`config.mk`:
```
export PLATFORM = sky130hd
export DESIGN_NAME = io_keyb_timer_flat
export DESIGN_NICKNAME = d
export VERILOG_FILES = /design/src/rtl/io_keyb_timer_if.sv /design/src/rtl/io_keyb_timer.sv /design/src/flat_wrapper.sv
export SDC_FILE = /design/constraint.sdc
export NUM_CORES = 1
export LEC_CHECK = 0
export CAP_MARGIN = 10
export CORE_ASPECT_RATIO = 1.75
export CORE_UTILIZATION = 44
export CTS_CLUSTER_DIAMETER = 100
export DETAILED_ROUTE_END_ITERATION = 10
export RECOVER_POWER = 25
export SLEW_MARGIN = 25
export SYNTH_ARGS = -nofsm -noshare
export SYNTH_HDL_FRONTEND = slang
export SYNTH_SLANG_ARGS = --single-unit
```
`constraint.sdc`:
```
create_clock -name CLOCK -period 5.5 [get_ports CLOCK]
set_input_delay 1.1 -clock CLOCK [delete_from_list [all_inputs] [get_ports CLOCK]]
set_output_delay 1.1 -clock CLOCK [all_outputs]
set_load 0.02 [all_outputs]
```
`src/rtl/io_keyb_timer_if.sv`:
```
// CPU byte-bus connection for the keyboard/timer register page.
// The CPU side drives address, write data and write enable; the peripheral returns read data and hit.
interface io_keyb_timer_if;
    logic [15:0] I_ADDR;
    logic [7:0]  I_DATA;
    logic        I_WREN;
    logic [7:0]  O_DATA;
    logic        O_HIT;

    modport master (
        output I_ADDR,
        output I_DATA,
        output I_WREN,
        input  O_DATA,
        input  O_HIT
    );

    modport slave (
        input  I_ADDR,
        input  I_DATA,
        input  I_WREN,
        output O_DATA,
        output O_HIT
    );
endinterface

```
`src/rtl/io_keyb_timer.sv`:
```
// Keyboard scancode FIFO plus programmable down-counting timer on a 16-byte register page.
// Both interrupt lines are level toggles; the CPU reacts to any change of level.
module io_keyb_timer #(
    parameter logic [15:0] BASE     = 16'hFF00,
    parameter int          PRESCALE = 25000
) (
    input  logic           CLOCK,
    input  logic           RESET,
    io_keyb_timer_if.slave bus,
    input  logic [7:0]     KB_DATA,
    input  logic           KB_STROBE,
    output logic           IRQ_KEYB,
    output logic           IRQ_TIMER
);
    localparam int            PW            = (PRESCALE > 2) ? $clog2(PRESCALE) : 1;
    localparam logic [PW-1:0] PRESCALE_LAST = PW'(PRESCALE - 1);

    logic [7:0]    fifo_mem [16];
    logic [3:0]    rd_ptr_reg;
    logic [3:0]    wr_ptr_reg;
    logic [4:0]    count_reg;
    logic          ovf_reg;
    logic [15:0]   reload_reg;
    logic [15:0]   tcount_reg;
    logic [2:0]    ctrl_reg;
    logic [7:0]    shadow_reg;
    logic [PW-1:0] presc_reg;
    logic          irq_keyb_reg;
    logic          irq_timer_reg;

    logic       hit;
    logic [3:0] offset;
    logic       bus_wr;
    logic       fifo_empty;
    logic       fifo_full;
    logic       pop_ok;
    logic       push_ok;
    logic       ovf_set;
    logic       ovf_clr;
    logic       timer_start;
    logic       tick;
    logic [7:0] rd_data;

    assign hit         = (bus.I_ADDR[15:4] == BASE[15:4]);
    assign offset      = bus.I_ADDR[3:0];
    assign bus_wr      = hit && bus.I_WREN;
    assign fifo_empty  = (count_reg == 5'd0);
    assign fifo_full   = (count_reg == 5'd16);

    // A pop frees a slot in the same edge, so a strobe into a full FIFO still lands when paired with a pop.
    assign pop_ok      = bus_wr && (offset == 4'd1) && bus.I_DATA[0] && !fifo_empty;
    assign ovf_clr     = bus_wr && (offset == 4'd1) && bus.I_DATA[2];
    assign push_ok     = KB_STROBE && (!fifo_full || pop_ok);
    assign ovf_set     = KB_STROBE && fifo_full && !pop_ok;

    assign timer_start = bus_wr && (offset == 4'd6) && bus.I_DATA[0] && !ctrl_reg[0];
    assign tick        = ctrl_reg[0] && (presc_reg == PRESCALE_LAST);

    always_ff @(posedge CLOCK) begin
        if (push_ok) begin
            fifo_mem[wr_ptr_reg] <= KB_DATA;
        end
    end

    always_ff @(posedge CLOCK or posedge RESET) begin
        if (RESET) begin
            rd_ptr_reg   <= 4'd0;
            wr_ptr_reg   <= 4'd0;
            count_reg    <= 5'd0;
            ovf_reg      <= 1'b0;
            irq_keyb_reg <= 1'b0;
        end else begin
            if (pop_ok) begin
                rd_ptr_reg <= rd_ptr_reg + 4'd1;
            end
            if (push_ok) begin
                wr_ptr_reg <= wr_ptr_reg + 4'd1;
            end
            case ({push_ok, pop_ok})
                2'b10:   count_reg <= count_reg + 5'd1;
                2'b01:   count_reg <= count_reg - 5'd1;
                default: count_reg <= count_reg;
            endcase
            // A code lost in the same edge as a clear must stay visible.
            if (ovf_set) begin
                ovf_reg <= 1'b1;
            end else if (ovf_clr) begin
                ovf_reg <= 1'b0;
            end
            // Only the empty->nonempty transition toggles, so two toggles never cancel at the CPU.
            if (push_ok && fifo_empty && ctrl_reg[2]) begin
                irq_keyb_reg <= ~irq_keyb_reg;
            end
        end
    end

    always_ff @(posedge CLOCK or posedge RESET) begin
        if (RESET) begin
            reload_reg    <= 16'd0;
            tcount_reg    <= 16'd0;
            ctrl_reg      <= 3'd0;
            shadow_reg    <= 8'd0;
            presc_reg     <= '0;
            irq_timer_reg <= 1'b0;
        end else begin
            if (timer_start) begin
                tcount_reg <= reload_reg;
                presc_reg  <= '0;
            end else if (ctrl_reg[0]) begin
                presc_reg <= tick ? '0 : presc_reg + PW'(1);
                if (tick) begin
                    if (tcount_reg == 16'd0) begin
                        tcount_reg <= reload_reg;
                        if (ctrl_reg[1]) begin
                            irq_timer_reg <= ~irq_timer_reg;
                        end
                    end else begin
                        tcount_reg <= tcount_reg - 16'd1;
                    end
                end
            end
            // Capturing the high byte on the low-byte read makes a LO-then-HI pair atomic.
            if (hit && (offset == 4'd7) && !bus.I_WREN) begin
                shadow_reg <= tcount_reg[15:8];
            end
            if (bus_wr) begin
                case (offset)
                    4'd4:    reload_reg[7:0]  <= bus.I_DATA;
                    4'd5:    reload_reg[15:8] <= bus.I_DATA;
                    4'd6:    ctrl_reg         <= bus.I_DATA[2:0];
                    default: ;
                endcase
            end
        end
    end

    always_comb begin
        rd_data = 8'h00;
        case (offset)
            4'd0:    rd_data = fifo_empty ? 8'h00 : fifo_mem[rd_ptr_reg];
            4'd1:    rd_data = {5'b0, ovf_reg, fifo_full, !fifo_empty};
            4'd2:    rd_data = {3'b0, count_reg};
            4'd4:    rd_data = reload_reg[7:0];
            4'd5:    rd_data = reload_reg[15:8];
            4'd6:    rd_data = {5'b0, ctrl_reg};
            4'd7:    rd_data = tcount_reg[7:0];
            4'd8:    rd_data = shadow_reg;
            default: rd_data = 8'h00;
        endcase
    end

    assign bus.O_HIT  = hit;
    assign bus.O_DATA = hit ? rd_data : 8'h00;
    assign IRQ_KEYB   = irq_keyb_reg;
    assign IRQ_TIMER  = irq_timer_reg;
endmodule
```
`src/flat_wrapper.sv`:
```
// flat-port wrapper written by rule: the top's interface ports become plain ports
module io_keyb_timer_flat 
#(
    parameter logic [15:0] BASE     = 16'hFF00,
    parameter int          PRESCALE = 25000
)
  (CLOCK, RESET, KB_DATA, KB_STROBE, IRQ_KEYB, IRQ_TIMER, bus_I_ADDR, bus_I_DATA, bus_I_WREN, bus_O_DATA, bus_O_HIT);
  io_keyb_timer_if bus_i ();
  input  logic CLOCK;
  input  logic RESET;
  input  logic [7:0] KB_DATA;
  input  logic KB_STROBE;
  output logic IRQ_KEYB;
  output logic IRQ_TIMER;
  input wire logic [$bits(bus_i.I_ADDR)-1:0] bus_I_ADDR;
  input wire logic [$bits(bus_i.I_DATA)-1:0] bus_I_DATA;
  input wire logic [$bits(bus_i.I_WREN)-1:0] bus_I_WREN;
  output wire logic [$bits(bus_i.O_DATA)-1:0] bus_O_DATA;
  output wire logic [$bits(bus_i.O_HIT)-1:0] bus_O_HIT;
  assign bus_i.I_ADDR = bus_I_ADDR;
  assign bus_i.I_DATA = bus_I_DATA;
  assign bus_i.I_WREN = bus_I_WREN;
  assign bus_O_DATA = bus_i.O_DATA;
  assign bus_O_HIT = bus_i.O_HIT;
  io_keyb_timer #(.BASE(BASE), .PRESCALE(PRESCALE)) u_core (.CLOCK(CLOCK), .RESET(RESET), .bus(bus_i), .KB_DATA(KB_DATA), .KB_STROBE(KB_STROBE), .IRQ_KEYB(IRQ_KEYB), .IRQ_TIMER(IRQ_TIMER));
endmodule
```
# --- Word level (Yosys, flattened, before mapping) ---
# Memory sizes are Yosys's and may differ from the RTL's.
# Index checks and enable logic that the tools add are counted.
word_totals:
  ff_bits: 74
  latch_bits: 0
  ramBits: 128
  rom_bits: 0
  inputBits: 36
  out_inout_bits: 11
  mem_count: 1
mem_list:
  columns: ["memory", "depth", "word_bits", "rd", "rd_clocked_by_memory_dff", "write_ports", "line", "rtl"]
  rows:
  - ["u_core.fifo_mem", 16, 8, 1, 0, 1, "io_keyb_timer.sv:18", "logic [7:0] fifo_mem [16];"]
op_classes:
  n_addsub: 6
  n_mul: 0
  div: 0
  order_cmp: 0
  eq_ne: 12
  shifts: 0
  muxes: 15
  bitwise_logic: 3
  n_reduce_logical: 34
ops:
  columns: ["operator", "n"]
  rows:
  - ["$mux 16", 4]
  - ["$pmux 8 s8", 1]
  - ["$mux 15", 3]
  - ["$eq 4x3->1 const B", 4]
  - ["$logic_and 1x1->1", 16]
  - ["$logic_not 16->1", 1]
  - ["$mux 8", 2]
  - ["$sub 16x1->16 const B", 1]
  - ["$add 15x1->15 const B", 1]
  - ["$eq 15x15->1 const B", 1]
  - ["$eq 12x12->1 const B", 1]
  - ["$pmux 5 s2", 1]
  - ["$add 4x1->4 const B", 2]
  - ["$reduce_and 2->1", 4]
  - ["$reduce_bool 2->1", 4]
  - ["$add 5x1->5 const B", 1]
  - ["$eq 5x5->1 const B", 1]
  - ["$logic_not 1->1", 5]
  - ["$logic_not 5->1", 1]
  - ["$reduce_and 5->1", 1]
  - ["$sub 5x1->5 const B", 1]
  - ["$eq 4x1->1 const B", 1]
  - ["$eq 4x2->1 const B", 1]
  - ["$eq 4x4->1 const B", 1]
  - ["6 further kinds", 11]

# --- Longest topological paths before layout ---
logic_depth:
  word_depth: 9
  depth_mapped: 10
  mapped_depth_nobuf: 9

# --- Worst setup path after synthesis ---
# Ideal clock, no wire load.
synth_path:
  kind: "input to output"
  startpoint: "input port bus_I_ADDR[5]"
  endpoint: "output port bus_O_DATA[1]"
  arrival_ns: 3.269
  t_required_ns: 4.400
  slack_ns: 1.131
  stages: 7
  n_path_buf: 1
  cell_sequence: "or4_4 > or3_1 > buf_6 > inv_1 > and3_1 > nand4b_1 > o21ai_0"
synth_between:
  elab_chain_len: 2
synth_lines:
  columns: ["item", "line", "rtl"]
  rows:
  - ["start, declared", "flat_wrapper.sv:15", "input wire logic [$bits(bus_i.I_ADDR)-1:0] bus_I_ADDR;"]
  - ["$eq 12x12->1", "io_keyb_timer.sv:44", "assign hit = (bus.I_ADDR[15:4] == BASE[15:4]);"]
  - ["via bus_O_HIT", "flat_wrapper.sv:19", "output wire logic [$bits(bus_i.O_HIT)-1:0] bus_O_HIT;"]
  - ["$mux 8", "io_keyb_timer.sv:153", "assign bus.O_DATA = hit ? rd_data : 8'h00;"]
  - ["end, declared", "flat_wrapper.sv:18", "output wire logic [$bits(bus_i.O_DATA)-1:0] bus_O_DATA;"]
# The timed path passes the listed nets, and every way through them passes these cells.

# --- Final worst setup path ---
layout_path:
  startpoint: "input port bus_I_ADDR[5]"
  endpoint: "output port bus_O_DATA[6]"
layout_between:
  elab_chain_len: 2
layout_lines:
  columns: ["item", "line"]
  rows:
  - ["$eq 12x12->1", "io_keyb_timer.sv:44"]
  - ["$mux 8", "io_keyb_timer.sv:153"]
# Every way passes these cells.

==> impl_metrics.yaml <==
route:
  dr.pass1.iters: 8
  detail_route.vias_per_cell: 6.13
  routed_wl_mm: 22.4
  drt-initial-drc-count: 287
  avgRoutedWirePerCell_microns: 22.9
  remaining_drc_errors: 4
  ant_nets: 0
  route.vias.total: 5999
finish:
  largest_register_ff_count: 128
  area.growth.synth_to_final_pct: 14.5
  post_route_cells_drive_above_1_share_pct: 17.1
  commonest_non_fill_non_tap_cell_in_the_layout: "sky130_fd_sc_hd__edfxtp_1"
  final.fill_count: 1769
  num_antenna_cells: 0
  final_cell_area_sq_mm: 0.0107
  final_cell_mix: "sky130_fd_sc_hd__edfxtp_1, sky130_fd_sc_hd__dfrtp_1, sky130_fd_sc_hd__clkdlybuf4s50_1, sky130_fd_sc_hd__o21ai_0, sky130_fd_sc_hd__mux4_2"
  layout_net_count: 759
clocking:
  cts.hold.buffers_added: 0
  tritoncts: "done"
  numCtsBuffers: 20
  cts.root.buffer_cell: "sky130_fd_sc_hd__clkbuf_16"
  numClockSinks: 202
  cts_setup_buffers: 0
  cts-resized-gates: 0
  max-clock-path-buffers: 3
  clk_transition_reported_paths_ns: 0.06
  cts_max_level: 1
  worstSkewPairLatency_ns: 0.49
floorplan:
  die_h_microns: 194
  die_area_sq_mm: 0.0218
  io_pins: 47
  floorplan.rows: 70
  die_x_microns: 112
  core-area_sq_mm: 0.0208
  initial_utilization_pct: 44.6
timing:
  drv_slew: 0
  hold_viol: 0
  final.period_utilization_pct: 91.1
  worst_pin_slew_ns: 1.14
  post-route-min-period_ns: 5.01
  finalSetupViolCount: 0
  maxSlewHeadroom_pct: 24.1
  setup_repair_after_global_routing_missed_its_margin: "false"
  clock_skew_ns: 0.0102
  finalSetupTns_ns: 0
  achievable-frequency_mhz: 200
synthesis:
  syn_avg_cell_area_sq_um: 14.0
  synth_fp_nets: 713
  synth_top_area_cell: "sky130_fd_sc_hd__edfxtp_1"
  synth-seq-cells: 202
  syn_area_sq_mm: 0.00931
  post_synth_cell_types: 64
  synth.top_cell.area_share_pct: 41.3
  register_area_share_after_synthesis_pct: 61.2
  number_of_flops_mapped_to_enable_cells_by_yosys: 128
  yosys_most_used_dff: "sky130_fd_sc_hd__edfxtp_1"
  ys.warnings.count: 0
  synth.top_cells.by_area: "sky130_fd_sc_hd__edfxtp_1, sky130_fd_sc_hd__dfrtp_1, sky130_fd_sc_hd__mux4_2"
  asyncSetResetFlopFracSynth_pct: 36.6
  synthesis.instances: 667
min_path:
  hold_path.class: "flop to flop"
critical_path:
  timing_worst_setup_path_type: "input pin to output pin"
  crit_path_end_kind: "output pin"
  cp_data_arrival_time_ns: 3.91
  critical-path-slowest-cell: "sky130_fd_sc_hd__clkdlybuf4s50_1"
  worstPathCellList: "clkdlybuf4s50_1, or4_4, or3_1, inv_1, and3_1, nand4b_1, buf_4, o22ai_1, clkdlybuf4s50_1"
  critPathMaxFanout: 7
  startpoint_type_of_the_worst_setup_path: "input pin"
  worst-endpoint-required_ns: 4.40
  timing.critical_path.slowest_cell_delay_ns: 0.65
  crit_family: "buffers and inverters"
  cp_num_buf_inv: 4
  critical_path.most_common_cell: "sky130_fd_sc_hd__clkdlybuf4s50_1"
status:
  status: "complete, but fails checks"
  violations_in_the_final_reports: "DRC"
pwr:
  power-per-cell-area_mw_per_mm2: 330
  max-vdd-ir-drop_mv: 0.243
  static_power_due_to_leakage_nw: 3.90
run:
  drv_cap: 0
global_route:
  grt_antenna_before_repair: 0
  grt_max_degree: 47
  grt-ovfl-total: 0
  grt_first_pass_wirelength_mm: 35.6
  grt_pass1_vias: 6295
  grt_util_all_layers_pct: 21.4
placed_design:
  place.detailed.hpwl_mm: 16.4
  portBuffers: 46
  globalplace.congestion: 0.908
  placed_cell_area_sq_mm: 0.0100
worst paths after layout:
| kind | endpoint | slack, ns | cells past startpoint | start |
|---|---|---|---|---|
| min in group asynchronous | u_core.ctrl_reg[0] | 1.34 | 2 | RESET |
| max reg2reg | u_core.tcount_reg[3] | 2.59 | 6 | u_core.tcount_reg[6] |
| max in group asynchronous | u_core.shadow_reg[6] | 2.94 | 3 | RESET |
| min | u_core.shadow_reg[1] | 0.48 | 2 | u_core.shadow_reg[1] |
| max | bus_O_DATA[6] | 0.49 | 9 | bus_I_ADDR[5] |
| min reg2reg | u_core.shadow_reg[1] | 0.48 | 2 | u_core.shadow_reg[1] |
metrics by stage:
step / utilization (%) / cells / setup slack (ns) / total power, mW / hold slack (ns)
4_1_cts: 51.1 / 979 / 0.474 / 3.56 / 0.488
3_3_place_gp: 48.1 / 943 / 0.496 / 2.22 / 0.458
5_1_grt: 51.1 / 979 / 0.385 / 3.67 / 0.500
6_report: 51.1 / 979 / 0.488 / 3.52 / 0.483
3_5_place_dp: 48.1 / 943 / 0.481 / 2.24 / 0.473
2_1_floorplan: - / 667 / 1.13 / 2.08 / 0.442
power by group:
part	switching (mW)	total, mW	internal (mW)
Combinational	0.205	0.358	0.153
Clock	0.568	1.32	0.749
Sequential	0.0893	1.84	1.75
worst min-delay path, cell delays in order (launching register included):
cell and delay (ns):
sky130_fd_sc_hd__dfrtp_1 0.34, sky130_fd_sc_hd__nand2_1 0.04, sky130_fd_sc_hd__o21ai_0 0.07
logic make-up after synthesis:
family / after synthesis / share of synthesized area [%]
and+or+nand+nor: 177 / 10.8
muxes: 81 / 14.2
buffers and inverters: 54 / 2.47
DFF: 202 / 61.2
adders and majority gates: 10 / 1.34
xor gates and xnor gates: 14 / 1.32
AOI/OAI and AO/OA: 129 / 8.63
final cells by class:
cell class,count,area (sq um),area share [%]
Clock buffer,25,541,5.07
Multi-Input combinational cell,411,3380,31.7
Sequential cell,202,5700,53.5
Tap cell,252,315,2.96
Timing Repair Buffer,57,556,5.21
Inverter,21,78.8,0.740
Clock inverter,11,88.8,0.834
routing by layer:
layer | GRT usage, % | up-vias | share of wire [%]
met5 | 0 | - | 0
li1 | - | 2703 | -
met1 | 22.0 | 3048 | 33
met4 | 10.6 | 0 | 5.2
met2 | 41.8 | 178 | 58
met3 | 2.74 | 70 | 4.0
synthesized netlist by cell type, types with 11 or more instances:
cell type                    n
sky130_fd_sc_hd__xnor2_1    11
sky130_fd_sc_hd__nand2_1    31
sky130_fd_sc_hd__mux2_2     30
sky130_fd_sc_hd__inv_1      21
sky130_fd_sc_hd__edfxtp_1  128
sky130_fd_sc_hd__mux4_2     37
sky130_fd_sc_hd__o22ai_1    12
sky130_fd_sc_hd__and3_1     15
sky130_fd_sc_hd__nand3_1    22
sky130_fd_sc_hd__mux2i_1    12
sky130_fd_sc_hd__nand4_1    14
sky130_fd_sc_hd__dfrtp_1    74
sky130_fd_sc_hd__a21oi_1    35
sky130_fd_sc_hd__o21ai_0    37
sky130_fd_sc_hd__clkbuf_1   20
sky130_fd_sc_hd__nor2_1     28
(Power assumes the default switching activity.)
